File: src/rtl/uart_rx_fifo.sv
// UART 8N1 receiver with a small received-byte FIFO.
// Start edge is taken from the synchronised line; bits are sampled mid-period.
module uart_rx_fifo #(
    parameter int unsigned CLK_FREQUENCY = 10000000,
    parameter int unsigned BAUD_RATE     = 57600,
    parameter int unsigned FIFO_DEPTH    = 4
) (
    input  logic                          clki,
    input  logic                          reset,
    input  logic                          RX,
    output logic [7:0]                    rx_data,
    output logic                          rx_valid,
    input  logic                          rx_ready,
    output logic                          frame_err,
    output logic                          overrun,
    input  logic                          overrun_clr,
    output logic [$clog2(FIFO_DEPTH):0]   fill
);

    localparam int unsigned BIT_PERIOD = CLK_FREQUENCY / BAUD_RATE;
    localparam int unsigned HALF       = BIT_PERIOD / 2;
    localparam int unsigned CW         = $clog2(BIT_PERIOD + 1);
    localparam int unsigned AW         = $clog2(FIFO_DEPTH);

    localparam logic [CW-1:0] BitPeriodC = CW'(BIT_PERIOD);
    localparam logic [CW-1:0] HalfC      = CW'(HALF);
    localparam logic [AW:0]   DepthC     = (AW + 1)'(FIFO_DEPTH);

    typedef enum logic [1:0] {StIdle, StStart, StData, StStop} state_e;

    logic          rx_s1_q, line_q, line_prev_q;
    state_e        state_q, state_d;
    logic [CW-1:0] cnt_q, cnt_d;
    logic [2:0]    bit_q, bit_d;
    logic [7:0]    shift_q, shift_d;
    logic          frame_err_q, frame_err_d;
    logic          push;

    logic [7:0]    mem_q [FIFO_DEPTH];
    logic [AW-1:0] wr_ptr_q, wr_ptr_d, rd_ptr_q, rd_ptr_d, rd_next;
    logic [AW:0]   count_q, count_d;
    logic [7:0]    rx_data_q, rx_data_d;
    logic          overrun_q, overrun_d;
    logic          pop, full, accept, ovr_set;

    // Receive FSM: counter holds cycles since the last sample point.
    always_comb begin
        state_d     = state_q;
        cnt_d       = cnt_q;
        bit_d       = bit_q;
        shift_d     = shift_q;
        frame_err_d = 1'b0;
        push        = 1'b0;
        unique case (state_q)
            StIdle: begin
                cnt_d = '0;
                bit_d = '0;
                if (line_prev_q && !line_q) begin
                    state_d = StStart;
                    cnt_d   = CW'(1);
                end
            end
            StStart: begin
                cnt_d = cnt_q + CW'(1);
                if (cnt_q == HalfC) begin
                    // A high line at mid-start is a glitch: drop back silently.
                    state_d = line_q ? StIdle : StData;
                    cnt_d   = line_q ? '0 : CW'(1);
                end
            end
            StData: begin
                cnt_d = cnt_q + CW'(1);
                if (cnt_q == BitPeriodC) begin
                    cnt_d   = CW'(1);
                    shift_d = {line_q, shift_q[7:1]};
                    bit_d   = bit_q + 3'd1;
                    if (bit_q == 3'd7) state_d = StStop;
                end
            end
            StStop: begin
                cnt_d = cnt_q + CW'(1);
                if (cnt_q == BitPeriodC) begin
                    state_d     = StIdle;
                    cnt_d       = '0;
                    push        = line_q;
                    frame_err_d = !line_q;
                end
            end
            default: state_d = StIdle;
        endcase
    end

    // FIFO bookkeeping; rx_data is a registered copy of the head entry.
    always_comb begin
        pop      = rx_valid && rx_ready;
        full     = (count_q == DepthC);
        accept   = push && (!full || pop);
        ovr_set  = push && full && !pop;
        rd_next  = rd_ptr_q + AW'(1);
        wr_ptr_d = accept ? wr_ptr_q + AW'(1) : wr_ptr_q;
        rd_ptr_d = pop ? rd_next : rd_ptr_q;
        count_d  = count_q;
        if (accept && !pop) count_d = count_q + (AW + 1)'(1);
        if (!accept && pop) count_d = count_q - (AW + 1)'(1);
        overrun_d = ovr_set ? 1'b1 : (overrun_clr ? 1'b0 : overrun_q);
        rx_data_d = rx_data_q;
        if (count_q == '0) begin
            if (accept) rx_data_d = shift_q;
        end else if (pop) begin
            // With one entry left, the new head (if any) is the byte being pushed.
            if (count_q == (AW + 1)'(1)) begin
                if (accept) rx_data_d = shift_q;
            end else begin
                rx_data_d = mem_q[rd_next];
            end
        end
    end

    // State, synchroniser and FIFO control registers.
    always_ff @(posedge clki) begin
        if (reset) begin
            rx_s1_q     <= 1'b1;
            line_q      <= 1'b1;
            line_prev_q <= 1'b1;
            state_q     <= StIdle;
            cnt_q       <= '0;
            bit_q       <= '0;
            shift_q     <= '0;
            frame_err_q <= 1'b0;
            wr_ptr_q    <= '0;
            rd_ptr_q    <= '0;
            count_q     <= '0;
            rx_data_q   <= '0;
            overrun_q   <= 1'b0;
        end else begin
            rx_s1_q     <= RX;
            line_q      <= rx_s1_q;
            line_prev_q <= line_q;
            state_q     <= state_d;
            cnt_q       <= cnt_d;
            bit_q       <= bit_d;
            shift_q     <= shift_d;
            frame_err_q <= frame_err_d;
            wr_ptr_q    <= wr_ptr_d;
            rd_ptr_q    <= rd_ptr_d;
            count_q     <= count_d;
            rx_data_q   <= rx_data_d;
            overrun_q   <= overrun_d;
        end
    end

    // Storage array; no reset needed since pointers define validity.
    always_ff @(posedge clki) begin
        if (!reset && accept) mem_q[wr_ptr_q] <= shift_q;
    end

    assign rx_data   = rx_data_q;
    assign rx_valid  = (count_q != '0);
    assign frame_err = frame_err_q;
    assign overrun   = overrun_q;
    assign fill      = count_q;

endmodule

File: config.mk
export PLATFORM = sky130hd
export DESIGN_NAME = uart_rx_fifo
export DESIGN_NICKNAME = d
export VERILOG_FILES = /design/src/rtl/uart_rx_fifo.sv
export SDC_FILE = /design/constraint.sdc
export NUM_CORES = 1
export LEC_CHECK = 0
export ABC_CLOCK_PERIOD_IN_PS = 2800
export CORE_MARGIN = 3
export CORE_UTILIZATION = 58
export DETAILED_ROUTE_END_ITERATION = 16
export PLACE_DENSITY = 0.8
export SYNTH_ARGS = -nofsm -noshare
export SYNTH_HDL_FRONTEND = slang
export SYNTH_SLANG_ARGS = --single-unit
File: constraint.sdc
create_clock -name clki -period 2.8 [get_ports clki]
set_input_delay 0.28 -clock clki [delete_from_list [all_inputs] [get_ports clki]]
set_output_delay 0.28 -clock clki [all_outputs]
set_load 0.02 [all_outputs]
Word-level counts from Yosys, hierarchy flattened
Memories as Yosys holds them, arrays and structs flattened.
Index checks and enable logic that the tools add are counted.
Storage, ports and cells
  logic and storage cells: 87
  memories kept: 1
  output and inout port bits: 14
  register bits: 41
  RAM bits: 32
Cells by class
  bitwise gates (word level): 2
  reductions and logical operators: 25
  equality and inequality tests: 13
  add/subtract/negate cells: 6
  multiplexer cells: 27
Memories
  mem_q: words 4, width 8, rd ports 1, clocked after Yosys merged registers in 0, wr ports 1, line 39  | logic [7:0] mem_q [FIFO_DEPTH];
Operators by type and width (number)
  $mux 8: 7
  $pmux 8 s4: 1
  $mux 2: 6
  $ne 2x2->1 const B: 5
  $mux 3: 3
  $add 8x1->8 const B: 1
  $eq 8x7->1 const B: 1
  $eq 8x8->1 const B: 1
  $logic_and 1x1->1: 8
  $mux 1: 8
  $pmux 2 s4: 1
  $reduce_bool 2->1: 4
  $add 3x1->3 const B: 2
  $eq 3x3->1 const B: 2
  $pmux 3 s2: 1
  $logic_not 1->1: 5
  $reduce_and 5->1: 1
  $add 2x1->2 const B: 2
  $eq 2x2->1 const B: 2
  $reduce_and 2->1: 2
  $eq 3x1->1 const B: 1
  $logic_not 3->1: 1
  $reduce_bool 3->1: 1
  $reduce_or 3->1: 1
  5 further kinds: 6

Depth between registers and ports, before layout
Gate-level depths: netlist (run 1).
  depth after elaboration: 8
  mapped depth: 9
  depth with buffers taken out: 7

Worst setup path after synthesis (run 1)
Ideal clock, no wire load.
  kind: flip-flop to flip-flop
  from: reg count_q[0] (netlist: fill[0])
  to: reg count_q[0] (netlist: fill[0])
  arrival: 1966 ps
  cell stages (with the launch flop): 8
  setup time: 121 ps
  setup slack: 714 ps
  buffers on the path: 0
  cell sequence: dfxtp_1 > inv_1 > ha_1 > nand2b_1 > nand2_1 > or2_2 > a21boi_0 > mux2_2
On the way
  longest elaborated chain between the ends: 7
  elaborated cells between the ends (all ways): 15
Ends and longest elaborated chain
  start, declared: line 41  | logic [AW:0] count_q, count_d;
  start signal, assigned: line 146  | count_q <= count_d;
  $reduce_bool 3->1 *: line 158  | assign rx_valid = (count_q != '0);
  named net rx_valid: line 12  | output logic rx_valid,
  $logic_and 1x1->1 *: line 95  | pop = rx_valid && rx_ready;
  $logic_or 1x1->1: line 97  | accept = push && (!full || pop);
  $logic_and 1x1->1: line 97
  $logic_not 1->1: line 104  | if (!accept && pop) count_d = count_q - (AW + 1)'(1);
  $logic_and 1x1->1: line 104
  $mux 3 / $reduce_bool 2->1 (equally long branches)
Mark *: on every way through the listed nets, which the timed path passes. The rest lies on a longest branch. The select of a mux whose other input is x is not followed.
A chain may end at the register's enable or synchronous reset.

Final worst setup path (run 1)
  from: reg cnt_q[0]
  to: mem mem_q[2][7] (enable)
On the way
  longest elaborated chain between the ends: 7
Ends and longest elaborated chain
  start, declared: line 33  | logic [CW-1:0] cnt_q, cnt_d;
  start signal, assigned: line 140  | cnt_q <= cnt_d;
  $eq 8x8->1: line 82  | if (cnt_q == BitPeriodC) begin
  $mux 1: line 82
  $mux 1: line 54  | unique case (state_q)
  $logic_and 1x1->1: line 97
  $logic_and 1x1->1: line 154  | if (!reset && accept) mem_q[wr_ptr_q] <= shift_q;
  $mux 1: line 154
  $mux 1 (implied by the code): line 154
  end, declared: line 39
Every way passes these cells.

==> results.txt, run 1 <==
Seq cells post-synth: 73
Nature of the critical path startpoint: flip-flop
WHS: 0.4089 ns
Minimum clock period: 2.368 ns
Finished Core Util: 0.6940
Final nets: 302
Diodes inserted: 0
Total negative slack: 0 ns
Final hold vios: 0
Synth Instances: 262
WS Path Type: reg -> reg
Fillers: 382
Average size of a mapped cell: 12.09 um^2
Initial antenna violation count: 0
First-pass DRT Iterations: 4
Slew @ Worst Pin: 0.5968 ns
Setup Skew: 0.007271 ns
Gr ovfl total: 0
Max-slew violation count: 0
Initial Utilization: 0.6084
Synthesis-to-layout area growth: 14.07%
Final wirelength: 5415 um
Top FF cell, synth: dfxtp_1
Fmax: 422.3 MHz
Port bufs: 18
1st-iter DRT viols: 108
Crit path DAT: 2.35 ns
Hold Path Stages: 1
Hold Buf Count CTS: 0
Netlist cell types: 45
Fin area: 0.003612 mm^2
Critical-path maximum fanout: 11
Post-synth EDFFs: 32
Sequential fraction of the synthesis area: 0.5626
DR DRC count: 0
Final worst slack: 0.4319 ns
Vias/cell: 5.435
Largest net degree at the start of global routing: 37
Worst skew pair latency: 0.33 ns
P_leak: 1.290 nW
Fin crit share: 0.8457
Die footprint: 0.006382 mm^2
Core Region: 0.005205 mm^2
Worst VDD drop: 0.4543 mV
Die height: 79.89 um
Clk pin slew, worst setup/hold paths: 0.07 ns
Num CTS Buffers: 9
H-tree depth: 3
Clock sink count: 73
Vias: 1951
DIE WIDTH: 79.89 um
I/O pin count: 19
Unrepaired setup endpoints after global routing: false
Max-cap viol count: 0
Antenna-violating nets left: 0
Clock Tree Root: clkbuf_8
Setup slack after placement: 0.4786 ns
CTS tree: done
Headroom to the max-slew limit: 0.6021
Finish-stage setup viols: 0
GRT Resource Usage Total: 0.1929
Placed inst area: 0.003415 mm^2
CP endpoint kind: flip-flop
First-pass GRT wire length: 9259 um
Status: finished, final reports clean
Routability cong.: 0.8673
Clock Tree Buf Depth: 2
Netlist Area Pre-Place: 0.003167 mm^2
Syn Nets: 280
Most common cell after layout, fill and taps aside: dfxtp_1
Vias in the first global route: 1882
Async SR Flop Fraction: 0
Required @ worst endpoint: 2.79 ns
Most frequent cells in the layout: dfxtp_1, nor2_1, edfxtp_1
Fraction of layout cells with a size suffix above 1: 0.1522
Hold Crit Class: reg -> reg
Post-cts resize count: 0
Pwr Density: 678.6 mW/mm^2
FF-to-FF path depth: 5
Std cell rows: 26
# Post-CTS Setup Buffers: 0
Wirelength per Cell: 15.08 um
Synth Warn #: 0
Detailed Place HPWL: 3821 um
## registers in the layout, summed over array words and instances (netlist names), 2 cells and up, named ones only
| register | count |
|---|---|
| bit_q | 3 |
| fill | 3 |
| rx_data | 8 |
| mem_q | 32 |
| wr_ptr_q | 2 |
| cnt_q | 8 |
| shift_q | 8 |
| rd_ptr_q | 2 |
## worst max-delay path, stage by stage, from the launching register on
cell      delay [ns]
dfxtp_1         0.45
ha_1            0.19
nand4b_1        0.13
or2_1           0.39
nor3_2          0.40
and3_1          0.46
## per-layer routing
metal  vias up  part of all wire  GRT usage
met5         -                 0          0
li1        969                 -          -
met4         0             0.020     0.1014
met3        10             0.037    0.03386
met1       929              0.50     0.2811
met2        43              0.44     0.2740
## final cells by class
type                       count  area [um^2]  area share
tap                           70        87.58     0.02425
clock inverter                 3        38.79     0.01074
inverter                      10        37.54     0.01039
clock buffer                  13        158.9     0.04399
multi-input combinational    168         1297      0.3592
sequential                    73         1782      0.4932
timing repair buffer          22        210.2     0.05819
## Yosys cell counts, types with 3 or more instances
library cell | n | area share
nand2_1 | 14 | 0.017
mux2_2 | 9 | 0.032
and3_1 | 4 | 0.0079
o22ai_1 | 3 | 0.0059
inv_1 | 10 | 0.012
nand2b_1 | 3 | 0.0059
dfxtp_1 | 41 | 0.26
ha_1 | 13 | 0.051
or2_2 | 5 | 0.0099
mux4_2 | 8 | 0.057
a21oi_1 | 7 | 0.011
xnor2_1 | 3 | 0.0083
buf_1 | 3 | 0.0036
mux2i_1 | 16 | 0.051
clkbuf_1 | 6 | 0.0071
nor3_1 | 4 | 0.0063
nor2_1 | 36 | 0.043
a31oi_1 | 3 | 0.0059
xor2_1 | 6 | 0.017
edfxtp_1 | 32 | 0.30
nand3_1 | 5 | 0.0079
nor2b_1 | 3 | 0.0059
## final timing paths
kind / startpoint / end / slack, ns
worst max register to register: cnt_q[0] / mem_q[2][7] / 0.43
worst max-delay path: cnt_q[0] / mem_q[2][7] / 0.43
worst min register to register: rx_s1_q / line_q / 0.41
worst min-delay path: rx_s1_q / line_q / 0.41
## logic make-up (layout without fill, tap and decap cells)
kind of cell,after synthesis,after routing,synth area share
compound gates,23,23,0.04939
xor+xnor,9,9,0.02489
fa+ha+maj,13,13,0.05136
buf+inv,21,48,0.02766
flops,73,73,0.5626
mux,33,33,0.1395
simple gates,90,90,0.1446
## power by group
| group | switching [mW] | leakage (nW) | internal, mW | total (mW) |
|---|---|---|---|---|
| Sequential | 0.0470 | 0.628 | 1.14 | 1.19 |
| Combinational | 0.226 | 0.561 | 0.241 | 0.467 |
| Clock | 0.342 | 0.101 | 0.457 | 0.799 |
## through the flow
step           power [mW]  instances
2_1_floorplan       1.533        262
3_3_place_gp        1.670        343
3_5_place_dp        1.677        343
4_1_cts             2.477        359
5_1_grt             2.569        359
6_report            2.451        359
Power figures use the tool's default switching activity.
==> run 2, diff against run 1 <==
==> config.mk (replaced) <==
export PLATFORM = sky130hd
export DESIGN_NAME = uart_rx_fifo
export DESIGN_NICKNAME = d
export VERILOG_FILES = /design/src/rtl/uart_rx_fifo.sv
export SDC_FILE = /design/constraint.sdc
export NUM_CORES = 1
export LEC_CHECK = 0
export ABC_CLOCK_PERIOD_IN_PS = 1900
export CORE_MARGIN = 3
export CORE_UTILIZATION = 53
export DETAILED_ROUTE_END_ITERATION = 16
export PLACE_DENSITY = 0.77
export SYNTH_ARGS = -nofsm -noshare
export SYNTH_HDL_FRONTEND = slang
export SYNTH_SLANG_ARGS = --single-unit
==> constraint.sdc (replaced) <==
create_clock -name clki -period 1.9 [get_ports clki]
set_input_delay 0.19 -clock clki [delete_from_list [all_inputs] [get_ports clki]]
set_output_delay 0.19 -clock clki [all_outputs]
set_load 0.02 [all_outputs]
==> run 2 against run 1 <==
  * Final area increased by 7.3%
  * Largest power group unchanged
  * Register-to-register slack got worse by 0.37 ns
  * Fmax up 29%
  * Critical endpoint is now mem_q[0][5]
==> results.txt, run 2 (synthesized netlist as in run 1, its figures left out) <==
Status: finished, final reports clean
Setup Skew: 0.01089 ns
Antenna-violating nets left: 0
Placed inst area: 0.003595 mm^2
Detailed Place HPWL: 3951 um
FF-to-FF path depth: 7
Max-slew violation count: 0
Fin area: 0.003876 mm^2
Most common cell after layout, fill and taps aside: dfxtp_1
Std cell rows: 27
GRT Resource Usage Total: 0.1765
Final nets: 324
Vias: 2075
Vias in the first global route: 2027
RR Endpoint: mem_q[0][5]
Critical-path maximum fanout: 8
Final worst slack: 0.06086 ns
Wirelength per Cell: 14.90 um
R2R setup slack: 0.06 ns
Setup slack after placement: -0.03048 ns
Initial Utilization: 0.5613
Max-cap viol count: 0
Clock Tree Buf Depth: 2
First-pass DRT Iterations: 4
Slew @ Worst Pin: 0.4498 ns
Die footprint: 0.006939 mm^2
Worst skew pair latency: 0.34 ns
Clock sink count: 73
Nature of the critical path startpoint: flip-flop
Fin crit share: 0.9680
CTS tree: done
Hold Crit Class: in -> reg
Initial antenna violation count: 0
Vias/cell: 5.418
WS Path Type: reg -> reg
Finish-stage setup viols: 0
Minimum clock period: 1.839 ns
Unrepaired setup endpoints after global routing: true
Clk pin slew, worst setup/hold paths: 0.07 ns
Headroom to the max-slew limit: 0.6997
Largest net degree at the start of global routing: 37
Critical path endpoint: mem_q[0][5]
Worst VDD drop: 0.5231 mV
Crit path launch: cnt_q[1]
Max reg flops: 32
I/O pin count: 19
Total negative slack: 0 ns
Fmax: 543.7 MHz
Final wirelength: 5707 um
P_leak: 1.398 nW
Required @ worst endpoint: 1.94 ns
Fraction of layout cells with a size suffix above 1: 0.2797
CP endpoint kind: flip-flop
Crit path DAT: 1.88 ns
Die height: 83.30 um
First-pass GRT wire length: 9653 um
Port bufs: 18
Diodes inserted: 0
1st-iter DRT viols: 84
H-tree depth: 3
Most frequent cells in the layout: dfxtp_1, nor2_1, edfxtp_1
Final hold vios: 0
Routability cong.: 0.8077
Gr ovfl total: 0
Synthesis-to-layout area growth: 22.40%
Pwr Density: 918.0 mW/mm^2
DIE WIDTH: 83.30 um
Num CTS Buffers: 9
Biggest register: mem_q
Worst r2r src: cnt_q[1]
DR DRC count: 0
Clock Tree Root: clkbuf_8
Core Region: 0.005642 mm^2
-- run 2: cell types whose count changed in the layout (fill, tap and decap cells not counted), sizes merged --
cell and delta:
buf +22, clkbuf -3, clkinvlp +3, bufinv -1, clkdlybuf4s50 -1, dlygate4sd2 +1, inv +1
-- run 2: stage by stage --
step	hold WS (ns)	total power, mW	instances	utilization
final	0.4093	3.559	383	0.6871
after global routing	0.3901	3.725	383	0.6871
after CTS	0.3977	3.551	380	0.6702
after detailed placement	0.4054	2.509	364	0.6372
after global placement	0.3917	2.495	364	0.6372
after floorplan	0.2938	2.270	262	-
-- run 2: worst max-delay path, cell delays in order, from the launching register on --
cell and delay, ns:
dfxtp_2 0.33, inv_2 0.05, ha_4 0.11, nand4b_1 0.17, or2_4 0.33, nor3_4 0.15, buf_6 0.14, and3_4 0.26
-- run 2: final cells by class --
type | count | area (um^2)
timing repair buffer | 44 | 406.6
fill | 391 | 1765
clock inverter | 6 | 45.04
multi-input combinational | 168 | 1383
clock buffer | 10 | 127.6
sequential | 73 | 1787
inverter | 10 | 37.54
tap | 72 | 90.09
-- run 2: what timing repair did --
item                       4_1_cts  5_1_grt
buffers inserted                 0        3
hold buffers                     0        0
pin swaps                        1        8
setup endpoints to repair       34       58
resized for setup                5       19
gates cloned                     0        0
-- run 2: power breakdown --
| group | leakage, nW | internal [mW] | total [mW] | switching (mW) |
|---|---|---|---|---|
| Sequential | 0.630 | 1.68 | 1.74 | 0.0591 |
| Clock | 0.0789 | 0.477 | 1.05 | 0.570 |
| Combinational | 0.689 | 0.390 | 0.773 | 0.382 |
| Total | 1.40 | 2.55 | 3.56 | 1.01 |
-- run 2: how the worst min path moves through the flow --
stage,from,endpoint,slack [ns],cells past startpoint
3_5_place_dp,rx_s1_q,line_q,0.41,1
2_1_floorplan,RX,rx_s1_q,0.29,1
5_1_grt,RX,rx_s1_q,0.39,2
4_1_cts,RX,rx_s1_q,0.40,2
6_report,RX,rx_s1_q,0.41,2
3_3_place_gp,rx_s1_q,line_q,0.39,1
-- run 2: routing by layer --
| metal | GRT usage | routed length (um) |
|---|---|---|
| met1 | 0.2375 | 2682 |
| met2 | 0.2660 | 2652 |
| met4 | 0.08470 | 123 |
| met5 | 0 | 0 |
| met3 | 0.04563 | 249 |
